<file path="src/rtl/ls193_sync_if.sv">
// Pin bundle of one LS193 counter stage: count pulses, clear, preset and outputs.
// Latency: none (wiring only). Backpressure: none, the counter accepts inputs every cycle.
interface ls193_sync_if #(
    parameter int WIDTH = 4
);
    logic             UP;
    logic             DOWN;
    logic             CLR;
    logic             _LOAD;
    logic [WIDTH-1:0] D;
    logic [WIDTH-1:0] Q;
    logic             _CO;
    logic             _BO;

    modport master (
        output UP, DOWN, CLR, _LOAD, D,
        input  Q, _CO, _BO
    );

    modport slave (
        input  UP, DOWN, CLR, _LOAD, D,
        output Q, _CO, _BO
    );
endinterface

</file>
<file path="src/rtl/ls193_sync.sv">
// Synchronous LS193 up/down counter; UP/DOWN pulses are edge-detected on clk.
// Latency: Q updates 1 clk after a sampled edge. Backpressure: none; pulses shorter than 1 clk are lost.
module ls193_sync #(
    parameter int WIDTH = 4
) (
    input  logic         clk,
    input  logic         rst,
    ls193_sync_if.slave  bus
);
    localparam logic [WIDTH-1:0] QMAX = {WIDTH{1'b1}};

    logic [WIDTH-1:0] q_q, q_d;
    logic             up_q, dn_q;
    logic             up_rise, dn_rise;

    // Edge history resets high so levels held high through reset do not count.
    always_ff @(posedge clk) begin
        if (rst) begin
            q_q  <= '0;
            up_q <= 1'b1;
            dn_q <= 1'b1;
        end else begin
            q_q  <= q_d;
            up_q <= bus.UP;
            dn_q <= bus.DOWN;
        end
    end

    assign up_rise = bus.UP & ~up_q;
    assign dn_rise = bus.DOWN & ~dn_q;

    always_comb begin
        q_d = q_q;
        if (bus.CLR) begin
            q_d = '0;
        end else if (!bus._LOAD) begin
            q_d = bus.D;
        end else if (up_rise && !dn_rise && bus.DOWN) begin
            q_d = q_q + 1'b1;
        end else if (dn_rise && !up_rise && bus.UP) begin
            q_d = q_q - 1'b1;
        end
    end

    // Carry/borrow follow the live pulse level so a cascaded stage sees a rising edge on wrap.
    assign bus.Q   = q_q;
    assign bus._CO = ~((q_q == QMAX) & ~bus.UP);
    assign bus._BO = ~((q_q == '0) & ~bus.DOWN);
endmodule

</file>
<file path="src/flat_wrapper.sv">
// flat-port wrapper written by rule: the top's interface ports become plain ports
module ls193_sync_flat 
#(
    parameter int WIDTH = 4
)
  (clk, rst, bus_UP, bus_DOWN, bus_CLR, bus__LOAD, bus_D, bus_Q, bus__CO, bus__BO);
  ls193_sync_if #(.WIDTH(WIDTH)) bus_i ();
  input  logic clk;
  input  logic rst;
  input wire logic [$bits(bus_i.UP)-1:0] bus_UP;
  input wire logic [$bits(bus_i.DOWN)-1:0] bus_DOWN;
  input wire logic [$bits(bus_i.CLR)-1:0] bus_CLR;
  input wire logic [$bits(bus_i._LOAD)-1:0] bus__LOAD;
  input wire logic [$bits(bus_i.D)-1:0] bus_D;
  output wire logic [$bits(bus_i.Q)-1:0] bus_Q;
  output wire logic [$bits(bus_i._CO)-1:0] bus__CO;
  output wire logic [$bits(bus_i._BO)-1:0] bus__BO;
  assign bus_i.UP = bus_UP;
  assign bus_i.DOWN = bus_DOWN;
  assign bus_i.CLR = bus_CLR;
  assign bus_i._LOAD = bus__LOAD;
  assign bus_i.D = bus_D;
  assign bus_Q = bus_i.Q;
  assign bus__CO = bus_i._CO;
  assign bus__BO = bus_i._BO;
  ls193_sync #(.WIDTH(WIDTH)) u_core (.clk(clk), .rst(rst), .bus(bus_i));
endmodule
</file>
<file path="config.mk">
export PLATFORM = sky130hd
export DESIGN_NAME = ls193_sync_flat
export DESIGN_NICKNAME = d
export VERILOG_FILES = /design/src/rtl/ls193_sync_if.sv /design/src/rtl/ls193_sync.sv /design/src/flat_wrapper.sv
export SDC_FILE = /design/constraint.sdc
export NUM_CORES = 1
export LEC_CHECK = 0
export ABC_CLOCK_PERIOD_IN_PS = 4750
export BUFFER_PORTS_ARGS = -buffer_cell sky130_fd_sc_hd__clkbuf_2
export CAP_MARGIN = 40
export CELL_PAD_IN_SITES_DETAIL_PLACEMENT = 1
export CELL_PAD_IN_SITES_GLOBAL_PLACEMENT = 1
export CORE_AREA = 3 3 40 42
export DETAILED_ROUTE_END_ITERATION = 8
export DIE_AREA = 0 0 43 45
export PLACE_DENSITY_LB_ADDON = 0.1
export SYNTH_ARGS = -nofsm -noshare
export SYNTH_HDL_FRONTEND = slang
export SYNTH_SLANG_ARGS = --single-unit
export TNS_END_PERCENT = 1
</file>
<file path="constraint.sdc">
create_clock -name clk -period 4.75 [get_ports clk]
set_clock_uncertainty 0.2 [all_clocks]
set_input_delay 0 -clock clk [delete_from_list [all_inputs] [get_ports clk]]
set_output_delay 0 -clock clk [all_outputs]
set_load 0.005 [all_outputs]
</file>
==> results.toml <==
[outcome]
status = "complete, no violations"

[drt]
wl_mm = 1.28
route.detailed.drc = 0
detail-route-antenna-nets = 0
viasPerCell = 5.22
num_vias = 485
firstDrtPassIters = 4
drt-initial-drc-count = 3
drt-wirelength-per-cell_um = 13.7

[die]
die_area_um2 = 1940
initial_core_util_pct = 31.5
rows = 13
die_x_um = 43
die_h_um = 45
coreArea_um2 = 1280
ios = 16

[grt]
grtUsageTotal_pct = 15.5
grt_max_degree = 10
antenna_found_initial = 0
grt_pass1_wl_mm = 2.09
grt.overflow.total = 0
grt_pass1_vias = 491

[final_layout]
synthToLayoutAreaGrowth_pct = 61.3
drive_gt1_share_pct = 28.2
layout_common_cells = "15 x clkbuf_2, 14 x dlygate4sd3_1, 6 x dfxtp_1"
fin_nets = 93
fill_cells = 162
fin_cells = 93
diodes = 0
final_common_cell = "clkbuf_2"

[timing]
fin_crit_ns = 2.41
fmax_mhz = 416
relSlewSlack_pct = 82.5
tightest_slew_ns = 0.262
fin_crit_sh_pct = 50.7
rsz0062_at_grt = "no"
drv_slew = 0
setup_tns_ns = 0
hold_viol_final = 0
setup_viol = 0

[synthesis]
synth_area_um2 = 404
ys_types = 26
yosysWarnings = 0
synth_seq_cells = 6
synth_area_per_cell_um2 = 8.42
syn-num-nets = 61
syn_inst = 48
yosysSeqAreaShare_pct = 29.7

[worst_setup_path]
worst-path-max-fanout = 7
crit_type = "in -> reg"
cp-start-kind = "input pin"
arrival_ns = 2.34
crit_path_start = "bus_UP"
rr_startpoint = "u_core.up_q"
cp.required_ns = 4.68
crit_path_end_kind = "flop"
r2r_slack_ns = 2.42

[clocking]
cts_resized = 0
clkSinkCount = 6
clk_latency_ns = 0.26
numCtsBuffers = 3
cts_buffer_depth = 2
path_clk_slew_ns = 0.05
cts-root-buf = "clkbuf_4"
cts_tree = "done"
cts.htree.levels = 1

[worst_hold_path]
hold_path.class = "in -> reg"
min_from = "bus_DOWN"

[power]
peakVddDrop_v = 0.0000982
power.leakage_nw = 0.282
power_frac_clock_pct = 36.3
switching_share_pct = 28.2
seq_power_share_pct = 39.9
p_comb_share_pct = 23.8
power_density_nw_per_um2 = 216
p_int_uw = 101
switchingPower_uw = 39.7

[place]
dp_hpwl_um = 812
io_buffer_count = 15
gp_congestion = 0.694
numPlacedInstances = 76

[flow_run]
drv_cap = 0
==> worst max-delay path: stages <==
cell	delay, ns
dlygate4sd3_1	0.52
clkbuf_2	0.18
nand4_1	0.20
fa_1	0.43
xnor2_1	0.15
nand4_1	0.10
o211ai_1	0.10
a21oi_1	0.08
dlygate4sd3_1	0.57
==> timing repair <==
action,4_1_cts,5_1_grt
setup buffers,0,0
hold endpoints to repair,6,0
hold buffers,14,0
==> stage by stage <==
step                power [mW]  cell area, um^2  util, %  setup WS, ns  hold WS [ns]
floorplan               0.0717              404        -          2.92        -0.115
global placement        0.0812              489     38.1          2.81       0.00923
detailed placement      0.0818              489     38.1          2.75        0.0105
CTS                      0.142              652     50.7          2.37       0.00796
global route             0.151              652     50.7          2.23        0.0551
finish                   0.141              652     50.7          2.34        0.0191
==> flip-flops by register name, indices dropped and copies added, names as in the netlist <==
register,cells
u_core.dn_q,1
u_core.up_q,1
u_core.bus.Q,4
==> layer usage <==
metal	wire (um)	share of wire, %	vias to the layer above	track usage, %
li1	-	-	235	-
met2	681	53	16	28.4
met5	0	0	-	0
met3	82	6.4	4	5.18
met1	494	39	230	15.2
met4	18	1.4	0	9.04
==> cells by family after synthesis <==
logic type / count (synthesis) / synth area share (%)
AO/OA/AOI/OAI: 10 / 15.8
XOR/XNOR: 3 / 6.50
adder cells (fa/ha/maj): 3 / 11.1
buffers and inverters: 4 / 4.02
flip-flops: 6 / 29.7
multiplexers: 1 / 2.48
AND/OR/NAND/NOR: 21 / 30.3
==> area by class of cell <==
cell class	count	area, um^2	share of cell area [%]
Multi-Input combinational cell	38	268	41.1
Clock buffer	3	22.5	3.45
Sequential cell	6	120	18.4
Timing Repair Buffer	29	215	33.0
Tap cell	15	18.8	2.88
Inverter	2	7.51	1.15
==> power groups by stage <==
stage          sequential, mW  clock (mW)  combinational (mW)
6_report               0.0561      0.0510              0.0335
5_1_grt                0.0565      0.0572              0.0372
4_1_cts                0.0561      0.0534              0.0330
3_5_place_dp           0.0571           0              0.0247
3_3_place_gp           0.0570           0              0.0242
2_1_floorplan          0.0566           0              0.0151
==> cells in the mapped netlist <==
library cell  instances  area, um^2
dfxtp_1               6         120
or2_2                 4        25.0
a21oi_1               3        15.0
nand4_1               3        18.8
a211oi_1              2        15.0
and3_1                2        12.5
ha_1                  2        25.0
inv_1                 2        7.51
nand2_1               2        7.51
nand3_1               2        10.0
nor2_1                2        7.51
nor4_1                2        12.5
o211ai_1              2        15.0
xnor2_1               2        17.5
a31oi_1               1        6.26
buf_2                 1        5.00
clkbuf_1              1        3.75
fa_1                  1        20.0
mux2i_1               1        10.0
nand2b_1              1        6.26
nor2b_1               1        6.26
o21ai_0               1        5.00
o21bai_1              1        7.51
or2_1                 1        6.26
or4b_1                1        10.0
xor2_1                1        8.76
==> final timing paths <==
kind                           to  depth (start not counted)
setup / recovery  u_core.bus.Q[2]                          9
hold / removal    u_core.bus.Q[3]                          4
hold reg to reg   u_core.bus.Q[3]                          2
setup reg to reg  u_core.bus.Q[2]                          8
(Power assumes the default switching activity.)
